===== src/rtl/divu_seq.sv =====
// Sequential restoring unsigned divider feeding the Hi/Lo register stage.
// Optional DIVU_DIVZERO_FLAG_EN adds a div_zero flag and suppresses hilo_we on /0.
module divu_seq #(
    parameter int WIDTH = 32,
    parameter int CNT_W = 6
) (
    input  logic             clk,
    input  logic             reset,
    input  logic             start,
    input  logic [WIDTH-1:0] dataA,
    input  logic [WIDTH-1:0] dataB,
`ifdef DIVU_DIVZERO_FLAG_EN
    output logic             div_zero,
`endif
    output logic             busy,
    output logic             done,
    output logic             hilo_we,
    output logic [WIDTH-1:0] hi,
    output logic [WIDTH-1:0] lo
);

    localparam logic [1:0] IDLE = 2'd0;
    localparam logic [1:0] RUN  = 2'd1;
    localparam logic [1:0] DONE = 2'd2;

    localparam logic [CNT_W-1:0] LAST = CNT_W'(WIDTH);

    logic [1:0]       state_q, state_d;
    logic [CNT_W-1:0] cnt_q, cnt_d;
    logic [WIDTH:0]   rem_q, rem_d;
    logic [WIDTH-1:0] quo_q, quo_d;
    logic [WIDTH-1:0] div_q, div_d;
    logic [WIDTH-1:0] hi_q, hi_d;
    logic [WIDTH-1:0] lo_q, lo_d;
    logic [WIDTH:0]   shifted;
    logic [WIDTH:0]   diff;

`ifdef DIVU_DIVZERO_FLAG_EN
    logic dz_q, dz_d;
`endif

    always_comb begin
        state_d = state_q;
        cnt_d   = cnt_q;
        rem_d   = rem_q;
        quo_d   = quo_q;
        div_d   = div_q;
        hi_d    = hi_q;
        lo_d    = lo_q;
`ifdef DIVU_DIVZERO_FLAG_EN
        dz_d    = dz_q;
`endif
        shifted = {rem_q[WIDTH-1:0], quo_q[WIDTH-1]};
        diff    = shifted - {1'b0, div_q};
        unique case (state_q)
            IDLE: begin
                if (start) begin
                    state_d = RUN;
                    quo_d   = dataA;
                    div_d   = dataB;
                    rem_d   = '0;
                    cnt_d   = '0;
`ifdef DIVU_DIVZERO_FLAG_EN
                    dz_d    = (dataB == '0);
`endif
                end
            end
            RUN: begin
                // counter == WIDTH means all quotient bits are formed
                if (cnt_q == LAST) begin
                    state_d = DONE;
                    hi_d    = rem_q[WIDTH-1:0];
                    lo_d    = quo_q;
                end else begin
                    cnt_d = cnt_q + 1'b1;
                    if (shifted >= {1'b0, div_q}) begin
                        rem_d = diff;
                        quo_d = {quo_q[WIDTH-2:0], 1'b1};
                    end else begin
                        rem_d = shifted;
                        quo_d = {quo_q[WIDTH-2:0], 1'b0};
                    end
                end
            end
            DONE: begin
                state_d = IDLE;
            end
            default: begin
                state_d = IDLE;
            end
        endcase
    end

    always_ff @(posedge clk or negedge reset) begin
        if (!reset) begin
            state_q <= IDLE;
            cnt_q   <= '0;
            rem_q   <= '0;
            quo_q   <= '0;
            div_q   <= '0;
            hi_q    <= '0;
            lo_q    <= '0;
        end else begin
            state_q <= state_d;
            cnt_q   <= cnt_d;
            rem_q   <= rem_d;
            quo_q   <= quo_d;
            div_q   <= div_d;
            hi_q    <= hi_d;
            lo_q    <= lo_d;
        end
    end

    assign busy = (state_q != IDLE);
    assign done = (state_q == DONE);
    assign hi   = hi_q;
    assign lo   = lo_q;

`ifdef DIVU_DIVZERO_FLAG_EN
    always_ff @(posedge clk or negedge reset) begin
        if (!reset) begin
            dz_q <= 1'b0;
        end else begin
            dz_q <= dz_d;
        end
    end

    // a /0 result must not overwrite Hi/Lo
    assign div_zero = dz_q;
    assign hilo_we  = done & ~dz_q;
`else
    assign hilo_we  = done;
`endif

endmodule

===== config.mk =====
export PLATFORM = sky130hd
export DESIGN_NAME = divu_seq
export DESIGN_NICKNAME = d
export VERILOG_FILES = /design/src/rtl/divu_seq.sv
export SDC_FILE = /design/constraint.sdc
export NUM_CORES = 1
export LEC_CHECK = 0
export BUFFER_PORTS_ARGS = -buffer_cell sky130_fd_sc_hd__buf_2
export CAP_MARGIN = 20
export CORE_MARGIN = 2
export CORE_UTILIZATION = 25
export DETAILED_ROUTE_END_ITERATION = 8
export MAX_ROUTING_LAYER = met4
export PLACE_DENSITY_LB_ADDON = 0.3
export SLEW_MARGIN = 20
export SYNTH_ARGS = -nofsm -noshare
export SYNTH_HDL_FRONTEND = slang
export SYNTH_SLANG_ARGS = --single-unit

===== constraint.sdc =====
create_clock -name clk -period 3.46 [get_ports clk]
set_input_delay 0.173 -clock clk [delete_from_list [all_inputs] [get_ports clk]]
set_output_delay 0.173 -clock clk [all_outputs]
set_load 0.02 [all_outputs]

### After elaboration in Yosys (flattened, before gate mapping)

Cells that the tools add are included.

| storage, ports and cells | value |
|---|---|
| output and inout port bits | 67 |
| logic and storage cells | 37 |
| bits of input ports | 67 |
| bits in registers | 168 |

| cells by class | value |
|---|---|
| equality and inequality tests | 6 |
| add/sub/neg operators | 2 |
| muxes and demuxes | 14 |
| order comparisons | 1 |
| reductions and logical operators | 7 |

Operator list:

| operator | number |
|---|---|
| two-way mux 32 bit | 5 |
| case mux 32 bit (2 select lines) | 2 |
| >= comparator 33 x 32 -> 1 bit | 1 |
| subtractor 32 bit | 1 |
| two-way mux 6 bit | 2 |
| case mux 6 bit (2 select lines) | 1 |
| adder 6 x 1 -> 6 bit, second input constant | 1 |
| == test 6 bit, second input constant | 1 |
| != test 2 bit, second input constant | 3 |
| AND reduction 2 bit | 3 |
| two-way mux 2 bit | 2 |
| case mux 2 bit (2 select lines) | 1 |
| nonzero test 2 bit | 2 |
| AND reduction 3 bit | 1 |
| == test 2 x 1 -> 1 bit, second input constant | 1 |
| == test 2 bit, second input constant | 1 |
| zero test 2 bit | 1 |
| two-way mux 1 bit | 1 |

### Depth between registers and ports, before layout

Gate-level depths: netlist of run 1.

| depth | value |
|---|---|
| depth after elaboration | 4 |
| depth in mapped cells | 13 |
| mapped depth without buffers | 11 |

### Worst setup path before layout of run 1

Ideal clock, no wire load.

| timing | value |
|---|---|
| kind | register to register |
| start | register rem_q[21] |
| end | register rem_q[7] |
| arrival | 2.524 ns |
| clock period less this slack | 2.658 ns |
| path slack | 0.802 ns |
| cell stages (with the launch flop) | 11 |
| data required time | 3.326 ns |
| path buffers | 1 |
| setup time | 0.134 ns |
| cells stage by stage | dfrtp_1 > ha_1 > a21o_1 > a31oi_1 > o21ai_1 > a221o_1 > o31ai_4 > nand2_2 > buf_4 > mux2i_1 > o21ai_0 |

| on the way | value |
|---|---|
| cells in the longest elaborated chain, start to end | 4 |

Ends and longest elaborated chain:

| what | RTL line | source |
|---|---|---|
| start: declaration | 30 | `logic [WIDTH:0] rem_q, rem_d;` |
| start signal: assignment | 106 | `rem_q <= rem_d;` |
| >= comparator 33 x 32 -> 1 bit | 76 | `if (shifted >= {1'b0, div_q}) begin` |
| two-way mux 32 bit | 76 |  |
| two-way mux 32 bit | 70 | `if (cnt_q == LAST) begin` |
| case mux 32 bit (2 select lines) | 55 | `unique case (state_q)` |

Every way passes these cells. The select of a mux whose other input is x is not followed.
A chain may end at the register's enable or synchronous reset.

### Worst setup path after layout of run 1

| timing | value |
|---|---|
| start | register rem_q[21] |
| end | register rem_q[6] |

Same word-level chain as after synthesis.

==> impl_results.html, run 1 <==
<table>
<tr><th>Metric</th><th>Value</th></tr>
<tr><th colspan="2">Floorplanning</th></tr>
<tr><td>Die width</td><td>189 um</td></tr>
<tr><td>Area enclosed by the die boundary</td><td>0.0358 sq mm</td></tr>
<tr><td>Number of core rows</td><td>67</td></tr>
<tr><td>Floorplan die height</td><td>189 um</td></tr>
<tr><td>Core Box Area</td><td>0.0336 sq mm</td></tr>
<tr><td>Initial cell density of the core</td><td>0.255</td></tr>
<tr><td>Boundary Pins</td><td>134</td></tr>
<tr><th colspan="2">Synth</th></tr>
<tr><td>Cell taking the most area after synthesis</td><td>sky130_fd_sc_hd__dfrtp_1</td></tr>
<tr><td>Share of synthesized flip-flops with an asynchronous set or reset</td><td>1.00</td></tr>
<tr><td>Mean post-synth cell area</td><td>8.56 sq um</td></tr>
<tr><td>Syn nets</td><td>1103</td></tr>
<tr><td>Top-count cell post-synth</td><td>sky130_fd_sc_hd__nand2_1</td></tr>
<tr><td>Count of flip-flops with a built-in enable after synthesis</td><td>0</td></tr>
<tr><td>Post-Syn Instances</td><td>1001</td></tr>
<tr><td>Number of storage elements in the synthesis netlist</td><td>168</td></tr>
<tr><td>Proportion of netlist area held by the largest area contributor</td><td>0.491</td></tr>
<tr><td>Most instantiated flip-flop cell in the synthesis netlist</td><td>sky130_fd_sc_hd__dfrtp_1</td></tr>
<tr><td>Top cells by area, synth</td><td>sky130_fd_sc_hd__dfrtp_1, sky130_fd_sc_hd__nand2_1, sky130_fd_sc_hd__ha_1, sky130_fd_sc_hd__o21ai_0, sky130_fd_sc_hd__a31oi_1</td></tr>
<tr><td>Synth top cells by count</td><td>sky130_fd_sc_hd__nand2_1, sky130_fd_sc_hd__dfrtp_1, sky130_fd_sc_hd__o21ai_0</td></tr>
<tr><td>Sequential fraction of the synthesis area</td><td>0.491</td></tr>
<tr><td>Count of different cell masters after synthesis</td><td>60</td></tr>
<tr><td>Yosys Warn Count</td><td>0</td></tr>
<tr><td>Post-synthesis instance area</td><td>0.00857 sq mm</td></tr>
<tr><th colspan="2">Routing</th></tr>
<tr><td>Routed Antenna Nets</td><td>0</td></tr>
<tr><td>DRT Pass-1 Iters</td><td>4</td></tr>
<tr><td>Starting DRT DRC Count</td><td>404</td></tr>
<tr><td>Detail-routed via count per cell</td><td>4.53</td></tr>
<tr><td>Post-DR wirelength/cell</td><td>14.9 um</td></tr>
<tr><td>Remaining design rule violation count</td><td>0</td></tr>
<tr><td>Detailed Route WL</td><td>24500 um</td></tr>
<tr><td>Vias</td><td>7437</td></tr>
<tr><th colspan="2">GRT</th></tr>
<tr><td>First-pass GRT wire length</td><td>40000 um</td></tr>
<tr><td>Vias in the first global route</td><td>7462</td></tr>
<tr><td>Combined global-route utilization of all metal layers</td><td>0.145</td></tr>
<tr><td>Remaining Overflow, GRT</td><td>0</td></tr>
<tr><td>Initial antenna violation count</td><td>0</td></tr>
<tr><td>Maximum number of pins on one net before global-route repair</td><td>86</td></tr>
<tr><th colspan="2">Place</th></tr>
<tr><td>Port Buffers</td><td>133</td></tr>
<tr><td>Cell Area, Placed</td><td>0.00974 sq mm</td></tr>
<tr><td>DPL Wire Length</td><td>16500 um</td></tr>
<tr><td>Weighted congestion reported at the end of routability-driven placement</td><td>0.820</td></tr>
<tr><th colspan="2">Cells and area</th></tr>
<tr><td>Post-layout nets</td><td>1283</td></tr>
<tr><td>Fraction of final layout cells sized beyond drive strength 1</td><td>0.160</td></tr>
<tr><td>Sequential cell area</td><td>0.00420 sq mm</td></tr>
<tr><td>Ant diodes</td><td>0</td></tr>
<tr><td>Fin util</td><td>0.324</td></tr>
<tr><td>Total area of multi-input combinational cells</td><td>0.00399 sq mm</td></tr>
<tr><td>Filler Cells Inserted</td><td>3535</td></tr>
<tr><td>Growth of design area from synthesis to finish</td><td>27.0%</td></tr>
<tr><td>Final standard cell area without fillers</td><td>0.0109 sq mm</td></tr>
<tr><th colspan="2">Timing</th></tr>
<tr><td>Pin slew with the least headroom to its limit</td><td>1.03 ns</td></tr>
<tr><td>Count of endpoints failing setup in the final report</td><td>0</td></tr>
<tr><td>Final worst-path cycle share</td><td>0.882</td></tr>
<tr><td>Maximum clock skew at final layout</td><td>0.0133 ns</td></tr>
<tr><td>Smallest hold slack</td><td>0.0160 ns</td></tr>
<tr><td>Pins Over Slew Limit</td><td>0</td></tr>
<tr><td>Worst slew margin relative to its limit</td><td>0.315</td></tr>
<tr><td>Final Hold Violating Endpoints</td><td>0</td></tr>
<tr><td>Sum Neg Setup Slack</td><td>0 ns</td></tr>
<tr><td>Shortest clock period the worst path allows after layout</td><td>3.05 ns</td></tr>
<tr><td>RSZ-0062 raised after global routing</td><td>false</td></tr>
<tr><td>Maximum clock frequency</td><td>0.328 GHz</td></tr>
<tr><th colspan="2">Critical path</th></tr>
<tr><td>Data arrival time at the worst-slack endpoint</td><td>3.40 ns</td></tr>
<tr><td>Kind of capture point of the worst setup path</td><td>register</td></tr>
<tr><td>Kind of launch point of the worst setup path</td><td>register</td></tr>
<tr><td>Required arrival time at the worst endpoint</td><td>3.81 ns</td></tr>
<tr><td>Critical path type</td><td>register to register</td></tr>
<tr><td>Slack of the worst reg-to-reg path</td><td>0.41 ns</td></tr>
<tr><td>Largest driver fanout on the critical path</td><td>19</td></tr>
<tr><th colspan="2">CTS</th></tr>
<tr><td>Cts-stage hold buffer count</td><td>61</td></tr>
<tr><td>Clock Sinks</td><td>168</td></tr>
<tr><td>Clock Path Buffers</td><td>2</td></tr>
<tr><td>Insertion delay of the later-clocked pin in the worst-skew pair</td><td>0.44 ns</td></tr>
<tr><td>Postcts setup bufs</td><td>0</td></tr>
<tr><td>Number of CTS-inserted buffers</td><td>17</td></tr>
<tr><td>Number of H-tree levels</td><td>4</td></tr>
<tr><td>Register clock-pin slew on the reported worst setup and hold paths</td><td>0.07 ns</td></tr>
<tr><td>Root buf cell</td><td>sky130_fd_sc_hd__clkbuf_16</td></tr>
<tr><td>TritonCTS clock tree</td><td>built</td></tr>
<tr><td>Number of resized instances in the post-cts repair step</td><td>0</td></tr>
<tr><th colspan="2">Power and ir drop</th></tr>
<tr><td>VDD IR-drop max</td><td>0.423 mV</td></tr>
<tr><td>Power density cells</td><td>1090 mW/mm^2</td></tr>
<tr><td>Tot Pwr</td><td>0.0119 W</td></tr>
<tr><td>Leakage power</td><td>5.41 nW</td></tr>
<tr><th colspan="2">Flow run</th></tr>
<tr><td>Total of max-cap violations</td><td>0</td></tr>
<tr><th colspan="2">Outcome</th></tr>
<tr><td>Result of the run</td><td>complete, no violations</td></tr>
<tr><th colspan="2">Worst hold path</th></tr>
<tr><td>Class of the tightest hold or removal check</td><td>input pin to register</td></tr>
</table>
routing by layer:
| metal | vias up | GRT usage | part of all wire |
|---|---|---|---|
| met4 | 0 | 0.0493 | 0.021 |
| met5 | - | - | 0 |
| met2 | 132 | 0.229 | 0.46 |
| met1 | 3560 | 0.191 | 0.49 |
| met3 | 26 | 0.0211 | 0.031 |
| li1 | 3719 | - | - |
logic make-up after synthesis:
group / Yosys count / share of synthesized area
compound gates: 212 / 0.154
xor+xnor: 30 / 0.0307
fa+ha+maj: 35 / 0.0520
buf+inv: 93 / 0.0442
flops: 168 / 0.491
mux: 12 / 0.0140
simple gates: 451 / 0.215
layout by cell type (no fill, tap or decap), drive strengths merged, types with 6 or more instances in the layout:
cell	n
a31oi	40
and3	7
nand3	14
nor3	6
a211o	6
o21ai	66
clkbuf	20
mux2i	12
xnor2	15
a21oi	47
nor2	56
and2	9
dlygate4sd3	61
xor2	15
dfrtp	168
o31ai	7
inv	45
a21o	18
buf	152
ha	34
nand2	336
critical path, stage by stage, from the launching register on:
cell	delay [ns]
sky130_fd_sc_hd__dfrtp_1	0.41
sky130_fd_sc_hd__ha_1	0.37
sky130_fd_sc_hd__a21o_1	0.23
sky130_fd_sc_hd__a31oi_1	0.22
sky130_fd_sc_hd__o21ai_1	0.09
sky130_fd_sc_hd__a221o_1	0.40
sky130_fd_sc_hd__o31ai_4	0.42
sky130_fd_sc_hd__nand2_2	0.19
sky130_fd_sc_hd__buf_4	0.32
sky130_fd_sc_hd__mux2i_1	0.14
sky130_fd_sc_hd__o21ai_0	0.16
metrics by stage:
step / instances / setup WS [ns]
finish: 1641 / 0.408
global route: 1641 / 0.0714
CTS: 1641 / 0.413
detailed placement: 1549 / 0.444
global placement: 1549 / 0.517
floorplan: 1001 / 0.802
sequential cells by signal, summed over array words and instances, names as in the netlist:
signal,count
div_q,32
hi,32
lo,32
quo_q,32
rem_q,32
cnt_q,6
state_q,2
where the power goes:
group	switching (W)	total (W)	internal, W
Sequential	0.000606	0.00352	0.00292
Combinational	0.00385	0.00654	0.00269
Clock	0.000862	0.00181	0.000945
path summary, 6_finish.rpt:
kind / start / cells after the start / end
max: rem_q[21]$_DFFE_PN0P_ / 10 / rem_q[6]$_DFFE_PN0P_
min: dataA[30] / 3 / quo_q[30]$_DFFE_PN0P_
max reg2reg: rem_q[21]$_DFFE_PN0P_ / 10 / rem_q[6]$_DFFE_PN0P_
min reg2reg: hi[20]$_DFFE_PN0P_ / 2 / hi[20]$_DFFE_PN0P_
max in group asynchronous: reset / 3 / quo_q[12]$_DFFE_PN0P_
min in group asynchronous: reset / 2 / hi[6]$_DFFE_PN0P_
final cells by class:
cell class                      count  area share
Inverter                           41      0.0141
Sequential cell                   168       0.386
Clock buffer                       20      0.0410
Timing Repair Buffer              213       0.132
Multi-Input combinational cell    740       0.367
Tap cell                          448      0.0515
Clock inverter                     11     0.00827
No activity file was read; power rests on OpenSTA's default activity.
==> run 2: changes to the inputs <==
- RECOVER_POWER: unset -> 100
- TNS_END_PERCENT: unset -> 10
==> impl_results.html, run 2 (synthesis gave the netlist of run 1 again) <==
<table>
<tr><th>Metric</th><th>Value</th></tr>
<tr><th colspan="2">Cells and area</th></tr>
<tr><td>Commonest cells after routing, fill and taps aside</td><td>sky130_fd_sc_hd__nand2_1, sky130_fd_sc_hd__dfrtp_1, sky130_fd_sc_hd__clkbuf_1, sky130_fd_sc_hd__o21ai_0, sky130_fd_sc_hd__buf_2 (was sky130_fd_sc_hd__nand2_1, sky130_fd_sc_hd__dfrtp_1, sky130_fd_sc_hd__buf_2, sky130_fd_sc_hd__o21ai_0, sky130_fd_sc_hd__dlygate4sd3_1)</td></tr>
<tr><td>Final standard cell area without fillers</td><td>0.0108 sq mm (was 0.0109 sq mm)</td></tr>
<tr><td>Post-layout nets</td><td>1283 (unchanged)</td></tr>
<tr><td>Fin util</td><td>0.321 (was 0.324)</td></tr>
<tr><td>Growth of design area from synthesis to finish</td><td>25.8% (was 27.0%)</td></tr>
<tr><td>Fraction of final layout cells sized beyond drive strength 1</td><td>0.102 (was 0.160)</td></tr>
<tr><td>Most common cell after layout, fill and taps aside</td><td>sky130_fd_sc_hd__nand2_1 (unchanged)</td></tr>
<tr><td>Ant diodes</td><td>0 (unchanged)</td></tr>
<tr><th colspan="2">Flow run</th></tr>
<tr><td>Total of max-cap violations</td><td>3 (was 0)</td></tr>
<tr><th colspan="2">GRT</th></tr>
<tr><td>First-pass GRT wire length</td><td>40000 um (unchanged)</td></tr>
<tr><td>Maximum number of pins on one net before global-route repair</td><td>86 (unchanged)</td></tr>
<tr><td>Initial antenna violation count</td><td>0 (unchanged)</td></tr>
<tr><td>Combined global-route utilization of all metal layers</td><td>0.145 (unchanged)</td></tr>
<tr><td>Vias in the first global route</td><td>7462 (unchanged)</td></tr>
<tr><td>Remaining Overflow, GRT</td><td>0 (unchanged)</td></tr>
<tr><th colspan="2">Critical path</th></tr>
<tr><td>Slack of the worst reg-to-reg path</td><td>0.33 ns (was 0.41 ns)</td></tr>
<tr><td>Crit path launch</td><td>rem_q[21]$_DFFE_PN0P_ (unchanged)</td></tr>
<tr><td>Largest driver fanout on the critical path</td><td>7 (was 19)</td></tr>
<tr><td>Critical path type</td><td>register to register (unchanged)</td></tr>
<tr><td>Critical Path Max Stage Delay</td><td>0.42 ns (about the same)</td></tr>
<tr><td>Master of the slowest instance on the critical path</td><td>sky130_fd_sc_hd__o31ai_4 (unchanged)</td></tr>
<tr><td>Kind of launch point of the worst setup path</td><td>register (unchanged)</td></tr>
<tr><td>Required arrival time at the worst endpoint</td><td>3.78 ns (was 3.81 ns)</td></tr>
<tr><td>Cells along the critical path</td><td>ha_1 &gt; a21o_1 &gt; a31oi_1 &gt; o21ai_1 &gt; a221o_1 &gt; o31ai_4 &gt; and2_0 &gt; clkbuf_2 &gt; nand2b_1 &gt; a32o_1 (was ha_1 &gt; a21o_1 &gt; a31oi_1 &gt; o21ai_1 &gt; a221o_1 &gt; o31ai_4 &gt; nand2_2 &gt; buf_4 &gt; mux2i_1 &gt; o21ai_0)</td></tr>
<tr><td>Kind of capture point of the worst setup path</td><td>register (unchanged)</td></tr>
<tr><td>Crit Reg-Reg Startpoint</td><td>rem_q[21]$_DFFE_PN0P_ (unchanged)</td></tr>
<tr><td>Data arrival time at the worst-slack endpoint</td><td>3.46 ns (was 3.40 ns)</td></tr>
<tr><th colspan="2">Timing</th></tr>
<tr><td>Pin slew with the least headroom to its limit</td><td>2.27 ns (was 1.03 ns)</td></tr>
<tr><td>Pins Over Slew Limit</td><td>218 (was 0)</td></tr>
<tr><td>Maximum clock skew at final layout</td><td>0.0120 ns (was 0.0133 ns)</td></tr>
<tr><td>RSZ-0062 raised after global routing</td><td>false (unchanged)</td></tr>
<tr><td>Shortest clock period the worst path allows after layout</td><td>3.13 ns (was 3.05 ns)</td></tr>
<tr><td>Smallest hold slack</td><td>0.0149 ns (was 0.0160 ns)</td></tr>
<tr><td>Final worst-path cycle share</td><td>0.906 (was 0.882)</td></tr>
<tr><td>Maximum clock frequency</td><td>0.319 GHz (was 0.328 GHz)</td></tr>
<tr><td>Post-route worst setup slack</td><td>0.326 ns (was 0.408 ns)</td></tr>
<tr><td>Count of endpoints failing setup in the final report</td><td>0 (unchanged)</td></tr>
<tr><td>Final Hold Violating Endpoints</td><td>0 (unchanged)</td></tr>
<tr><td>Sum Neg Setup Slack</td><td>0 ns (unchanged)</td></tr>
<tr><td>Worst slew margin relative to its limit</td><td>-0.511 (was 0.315)</td></tr>
<tr><th colspan="2">Routing</th></tr>
<tr><td>Detailed Route WL</td><td>24500 um (about the same)</td></tr>
<tr><td>Wire length the detailed router placed on met1</td><td>12000 um (about the same)</td></tr>
<tr><td>Starting DRT DRC Count</td><td>378 (was 404)</td></tr>
<tr><td>Remaining design rule violation count</td><td>0 (unchanged)</td></tr>
<tr><td>Post-DR wirelength/cell</td><td>14.9 um (about the same)</td></tr>
<tr><td>Detail-routed via count per cell</td><td>4.52 (was 4.53)</td></tr>
<tr><td>Detailed-routed wire length on met2</td><td>11200 um (was 11300 um)</td></tr>
<tr><td>Routed Antenna Nets</td><td>0 (unchanged)</td></tr>
<tr><td>Met3 WL</td><td>727 um (was 763 um)</td></tr>
<tr><td>Vias</td><td>7420 (was 7437)</td></tr>
<tr><td>Topmost layer with routed signal wires</td><td>met4 (unchanged)</td></tr>
<tr><td>DRT Pass-1 Iters</td><td>5 (was 4)</td></tr>
<tr><th colspan="2">Worst hold path</th></tr>
<tr><td>Class of the tightest hold or removal check</td><td>input pin to register (unchanged)</td></tr>
<tr><td>Min-delay src</td><td>dataA[30] (unchanged)</td></tr>
<tr><th colspan="2">CTS</th></tr>
<tr><td>Number of resized instances in the post-cts repair step</td><td>0 (unchanged)</td></tr>
<tr><td>Number of CTS-inserted buffers</td><td>17 (unchanged)</td></tr>
<tr><td>Number of H-tree levels</td><td>4 (unchanged)</td></tr>
<tr><td>Insertion delay of the later-clocked pin in the worst-skew pair</td><td>0.44 ns (about the same)</td></tr>
<tr><td>Clock Sinks</td><td>168 (unchanged)</td></tr>
<tr><td>Register clock-pin slew on the reported worst setup and hold paths</td><td>0.07 ns (about the same)</td></tr>
<tr><td>Root buf cell</td><td>sky130_fd_sc_hd__clkbuf_16 (unchanged)</td></tr>
<tr><td>TritonCTS clock tree</td><td>built (unchanged)</td></tr>
<tr><td>Clock Path Buffers</td><td>2 (unchanged)</td></tr>
<tr><th colspan="2">Place</th></tr>
<tr><td>Port Buffers</td><td>133 (unchanged)</td></tr>
<tr><td>Minimum setup slack after placement</td><td>0.444 ns (unchanged)</td></tr>
<tr><td>Cell Area, Placed</td><td>0.00974 sq mm (unchanged)</td></tr>
<tr><td>Weighted congestion reported at the end of routability-driven placement</td><td>0.820 (unchanged)</td></tr>
<tr><td>DPL Wire Length</td><td>16500 um (unchanged)</td></tr>
<tr><th colspan="2">Outcome</th></tr>
<tr><td>Result of the run</td><td>finished, violations left (was complete, no violations)</td></tr>
<tr><td>Failing checks</td><td>max-capacitance violations, max-slew violations</td></tr>
<tr><th colspan="2">Floorplanning</th></tr>
<tr><td>Floorplan die height</td><td>189 um (unchanged)</td></tr>
<tr><td>Core Box Area</td><td>0.0336 sq mm (unchanged)</td></tr>
<tr><td>Area enclosed by the die boundary</td><td>0.0358 sq mm (unchanged)</td></tr>
<tr><td>Number of core rows</td><td>67 (unchanged)</td></tr>
<tr><td>Initial cell density of the core</td><td>0.255 (unchanged)</td></tr>
<tr><td>Die width</td><td>189 um (unchanged)</td></tr>
<tr><td>Boundary Pins</td><td>134 (unchanged)</td></tr>
<tr><th colspan="2">Power and ir drop</th></tr>
<tr><td>Leakage power</td><td>5.14 nW (was 5.41 nW)</td></tr>
<tr><td>VDD IR-drop max</td><td>0.424 mV (was 0.423 mV)</td></tr>
<tr><td>Power density cells</td><td>1090 mW/mm^2 (about the same)</td></tr>
</table>
-- run 2: area by class of cell --
type                    count  area (sq um)
clock buffers              20           447
clock inverters            11          90.1
fillers                  3567         22800
inverters                  41           154
multi-input cells         740          3990
flip-flops and latches    168          4200
well taps                 448           561
repair buffers            213          1330
-- run 2: through the flow --
step	power (W)	std cells
6_report	0.0118	1641
2_1_floorplan	0.00835	1001
5_1_grt	0.0129	1641
4_1_cts	0.0120	1641
3_5_place_dp	0.0101	1549
3_3_place_gp	0.0100	1549
-- run 2: critical path, delay by kind of cell, from the launching register on --
kind	cells	cell delay, ns
simple gates	2	0.39
flops	1	0.41
buf+inv	1	0.24
fa+ha+maj	1	0.37
compound gates	6	1.60
-- run 2: power breakdown --
group          total (W)  leakage (nW)  switching (W)  internal, W
combinational    0.00645          2.80        0.00385      0.00260
clock            0.00181         0.246       0.000865     0.000945
sequential       0.00353          2.10       0.000614      0.00292
total             0.0118          5.14        0.00533      0.00646
-- run 2: worst paths after layout --
check / to / depth (start not counted)
min reg2reg: hi[20]$_DFFE_PN0P_ / 2
max in group asynchronous: quo_q[13]$_DFFE_PN0P_ / 3
max reg2reg: rem_q[31]$_DFFE_PN0P_ / 10
min: quo_q[30]$_DFFE_PN0P_ / 3
min in group asynchronous: hi[6]$_DFFE_PN0P_ / 2
max: rem_q[31]$_DFFE_PN0P_ / 10
-- run 2: layer usage --
metal | up-vias | GRT usage
met2 | 127 | 0.229
met4 | 0 | 0.0493
met5 | - | -
met1 | 3547 | 0.191
li1 | 3721 | -
met3 | 25 | 0.0211
-- run 2: what timing repair did --
item,CTS,global route
hold endpoints to repair,143,0
setup endpoints to repair,0,0
hold buffers,61,0
setup buffers,0,0
==> run 3: changes to the inputs <==
- PLACE_DENSITY_LB_ADDON: 0.3 -> unset
==> impl_results.html, run 3 (synthesis gave the netlist of run 1 again) <==
<table>
<tr><th>Metric</th><th>Value</th></tr>
<tr><th colspan="2">GRT</th></tr>
<tr><td>Vias in the first global route</td><td>7625 (was 7462)</td></tr>
<tr><td>First-pass GRT wire length</td><td>39900 um (was 40000 um)</td></tr>
<tr><td>Maximum number of pins on one net before global-route repair</td><td>84 (was 86)</td></tr>
<tr><td>Initial antenna violation count</td><td>0 (unchanged)</td></tr>
<tr><td>Remaining Overflow, GRT</td><td>0 (unchanged)</td></tr>
<tr><td>Combined global-route utilization of all metal layers</td><td>0.144 (was 0.145)</td></tr>
<tr><th colspan="2">CTS</th></tr>
<tr><td>Number of CTS-inserted buffers</td><td>17 (unchanged)</td></tr>
<tr><td>Register clock-pin slew on the reported worst setup and hold paths</td><td>0.07 ns (about the same)</td></tr>
<tr><td>Number of H-tree levels</td><td>4 (unchanged)</td></tr>
<tr><td>TritonCTS clock tree</td><td>built (unchanged)</td></tr>
<tr><td>Insertion delay of the later-clocked pin in the worst-skew pair</td><td>0.45 ns (was 0.44 ns)</td></tr>
<tr><td>Clock Path Buffers</td><td>2 (unchanged)</td></tr>
<tr><td>Clock Sinks</td><td>168 (unchanged)</td></tr>
<tr><td>Root buf cell</td><td>sky130_fd_sc_hd__clkbuf_16 (unchanged)</td></tr>
<tr><th colspan="2">Routing</th></tr>
<tr><td>Detailed Route WL</td><td>24300 um (was 24500 um)</td></tr>
<tr><td>Detail-routed via count per cell</td><td>4.56 (was 4.52)</td></tr>
<tr><td>DRT Pass-1 Iters</td><td>4 (was 5)</td></tr>
<tr><td>Vias</td><td>7475 (was 7420)</td></tr>
<tr><td>Remaining design rule violation count</td><td>0 (unchanged)</td></tr>
<tr><td>Routed Antenna Nets</td><td>0 (unchanged)</td></tr>
<tr><td>Starting DRT DRC Count</td><td>406 (was 378)</td></tr>
<tr><td>Post-DR wirelength/cell</td><td>14.8 um (was 14.9 um)</td></tr>
<tr><th colspan="2">Place</th></tr>
<tr><td>Minimum setup slack after placement</td><td>0.287 ns (was 0.444 ns)</td></tr>
<tr><td>Port Buffers</td><td>133 (unchanged)</td></tr>
<tr><td>Weighted congestion reported at the end of routability-driven placement</td><td>0.856 (was 0.820)</td></tr>
<tr><td>DPL Wire Length</td><td>16300 um (was 16500 um)</td></tr>
<tr><td>Placed Cells incl. Taps</td><td>1546 (was 1549)</td></tr>
<tr><th colspan="2">Timing</th></tr>
<tr><td>Maximum clock frequency</td><td>0.313 GHz (was 0.319 GHz)</td></tr>
<tr><td>Final Hold Violating Endpoints</td><td>0 (unchanged)</td></tr>
<tr><td>Pin slew with the least headroom to its limit</td><td>2.14 ns (was 2.27 ns)</td></tr>
<tr><td>Sum Neg Setup Slack</td><td>0 ns (unchanged)</td></tr>
<tr><td>Final worst-path cycle share</td><td>0.923 (was 0.906)</td></tr>
<tr><td>Maximum clock skew at final layout</td><td>0.0195 ns (was 0.0120 ns)</td></tr>
<tr><td>Count of endpoints failing setup in the final report</td><td>0 (unchanged)</td></tr>
<tr><td>Shortest clock period the worst path allows after layout</td><td>3.19 ns (was 3.13 ns)</td></tr>
<tr><td>RSZ-0062 raised after global routing</td><td>false (unchanged)</td></tr>
<tr><td>Smallest hold slack</td><td>0.0127 ns (was 0.0149 ns)</td></tr>
<tr><td>Post-route worst setup slack</td><td>0.265 ns (was 0.326 ns)</td></tr>
<tr><td>Worst slew margin relative to its limit</td><td>-0.424 (was -0.511)</td></tr>
<tr><td>Pins Over Slew Limit</td><td>217 (was 218)</td></tr>
<tr><th colspan="2">Power and ir drop</th></tr>
<tr><td>VDD IR-drop max</td><td>0.441 mV (was 0.424 mV)</td></tr>
<tr><td>Power density cells</td><td>1110 mW/mm^2 (was 1090 mW/mm^2)</td></tr>
<tr><td>Leakage power</td><td>5.16 nW (was 5.14 nW)</td></tr>
<tr><th colspan="2">Flow run</th></tr>
<tr><td>Total of max-cap violations</td><td>3 (unchanged)</td></tr>
<tr><th colspan="2">Cells and area</th></tr>
<tr><td>Most common cell after layout, fill and taps aside</td><td>sky130_fd_sc_hd__nand2_1 (unchanged)</td></tr>
<tr><td>Filler Cells Inserted</td><td>3521 (was 3567)</td></tr>
<tr><td>Sequential cell area</td><td>0.00420 sq mm (unchanged)</td></tr>
<tr><td>Growth of design area from synthesis to finish</td><td>26.1% (was 25.8%)</td></tr>
<tr><td>Ant diodes</td><td>0 (unchanged)</td></tr>
<tr><td>Total area of multi-input combinational cells</td><td>0.00400 sq mm (was 0.00399 sq mm)</td></tr>
<tr><td>Post-layout nets</td><td>1280 (was 1283)</td></tr>
<tr><td>Commonest cells after routing, fill and taps aside</td><td>sky130_fd_sc_hd__nand2_1, sky130_fd_sc_hd__dfrtp_1, sky130_fd_sc_hd__clkbuf_1, sky130_fd_sc_hd__o21ai_0, sky130_fd_sc_hd__buf_2 (unchanged)</td></tr>
<tr><td>Final cell count without fillers</td><td>1639 (was 1641)</td></tr>
<tr><td>Fraction of final layout cells sized beyond drive strength 1</td><td>0.102 (about the same)</td></tr>
<tr><th colspan="2">Critical path</th></tr>
<tr><td>Kind of cell adding the most delay to the critical path</td><td>compound AO/OA/AOI/OAI gates (unchanged)</td></tr>
<tr><td>Master of the slowest instance on the critical path</td><td>sky130_fd_sc_hd__dfrtp_1 (was sky130_fd_sc_hd__o31ai_4)</td></tr>
<tr><td>Cells along the critical path</td><td>ha_1 &gt; a21o_1 &gt; a31oi_1 &gt; o21ai_1 &gt; a221o_1 &gt; o31ai_4 &gt; and2_2 &gt; clkbuf_2 &gt; a21oi_1 &gt; o31ai_1 (was ha_1 &gt; a21o_1 &gt; a31oi_1 &gt; o21ai_1 &gt; a221o_1 &gt; o31ai_4 &gt; and2_0 &gt; clkbuf_2 &gt; nand2b_1 &gt; a32o_1)</td></tr>
<tr><td>Required arrival time at the worst endpoint</td><td>3.80 ns (was 3.78 ns)</td></tr>
<tr><td>Largest driver fanout on the critical path</td><td>10 (was 7)</td></tr>
<tr><td>Kind of launch point of the worst setup path</td><td>register (unchanged)</td></tr>
<tr><td>Critical path type</td><td>register to register (unchanged)</td></tr>
<tr><td>Critical Path Max Stage Delay</td><td>0.42 ns (about the same)</td></tr>
<tr><td>Buffers plus inverters on the worst setup path</td><td>1 (unchanged)</td></tr>
<tr><td>Kind of capture point of the worst setup path</td><td>register (unchanged)</td></tr>
<tr><td>Data arrival time at the worst-slack endpoint</td><td>3.53 ns (was 3.46 ns)</td></tr>
<tr><th colspan="2">Floorplanning</th></tr>
<tr><td>Number of core rows</td><td>67 (unchanged)</td></tr>
<tr><td>Die width</td><td>189 um (unchanged)</td></tr>
<tr><td>Area enclosed by the die boundary</td><td>0.0358 sq mm (unchanged)</td></tr>
<tr><td>Floorplan die height</td><td>189 um (unchanged)</td></tr>
<tr><td>Core Box Area</td><td>0.0336 sq mm (unchanged)</td></tr>
<tr><td>Boundary Pins</td><td>134 (unchanged)</td></tr>
<tr><td>Initial cell density of the core</td><td>0.255 (unchanged)</td></tr>
<tr><th colspan="2">Outcome</th></tr>
<tr><td>Failing checks</td><td>max-capacitance violations, max-slew violations (unchanged)</td></tr>
<tr><td>Result of the run</td><td>finished, violations left (unchanged)</td></tr>
<tr><th colspan="2">Worst hold path</th></tr>
<tr><td>Class of the tightest hold or removal check</td><td>input pin to register (unchanged)</td></tr>
</table>
[run 3: worst min-delay path, stage by stage]
cell,delay [ns]
sky130_fd_sc_hd__buf_2,0.10
sky130_fd_sc_hd__nand2_1,0.05
sky130_fd_sc_hd__a31oi_1,0.08
[run 3: layer usage]
layer	share of wire	global-route usage
met5	0	-
met4	0.021	0.0469
met3	0.043	0.0252
met2	0.45	0.227
met1	0.48	0.189
[run 3: area by class of cell]
cell class                 instances  share of cell area
clock buffer                      20              0.0413
clock inverter                    12              0.0132
inverter                          41              0.0142
multi-input combinational        740               0.370
sequential                       168               0.389
tap                              448              0.0518
timing repair buffer             210               0.121
[run 3: power by group]
| part | switching [W] | internal (W) |
|---|---|---|
| Clock | 0.000862 | 0.00109 |
| Sequential | 0.000616 | 0.00292 |
| Combinational | 0.00387 | 0.00259 |
| Total | 0.00535 | 0.00661 |
[run 3: final timing paths]
kind                                            start               endpoint  slack [ns]  cells after the start
worst min register to register      lo[0]$_DFFE_PN0P_      lo[0]$_DFFE_PN0P_        0.47                      2
worst max register to register  rem_q[21]$_DFFE_PN0P_  rem_q[24]$_DFFE_PN0P_        0.27                     10
worst max-delay path            rem_q[21]$_DFFE_PN0P_  rem_q[24]$_DFFE_PN0P_        0.27                     10
worst min-delay path                        dataA[18]  quo_q[18]$_DFFE_PN0P_        0.01                      3
max in group asynchronous                       reset     lo[17]$_DFFE_PN0P_        0.67                      3
min in group asynchronous                       reset      hi[7]$_DFFE_PN0P_        0.88                      2
[run 3: repair_timing]
item,4_1_cts,5_1_grt
setup buffers,0,0
gates resized for setup,0,1
endpoints found under the setup margin,0,2
hold buffers,61,0
hold endpoints to repair,141,0
[run 3: per-stage QoR]
stage	power, W	area, sq um	utilization
floorplan	0.00835	8570	-
global placement	0.00993	9730	0.289
detailed placement	0.0100	9730	0.289
CTS	0.0121	10900	0.325
global route	0.0131	10800	0.322
finish	0.0120	10800	0.322
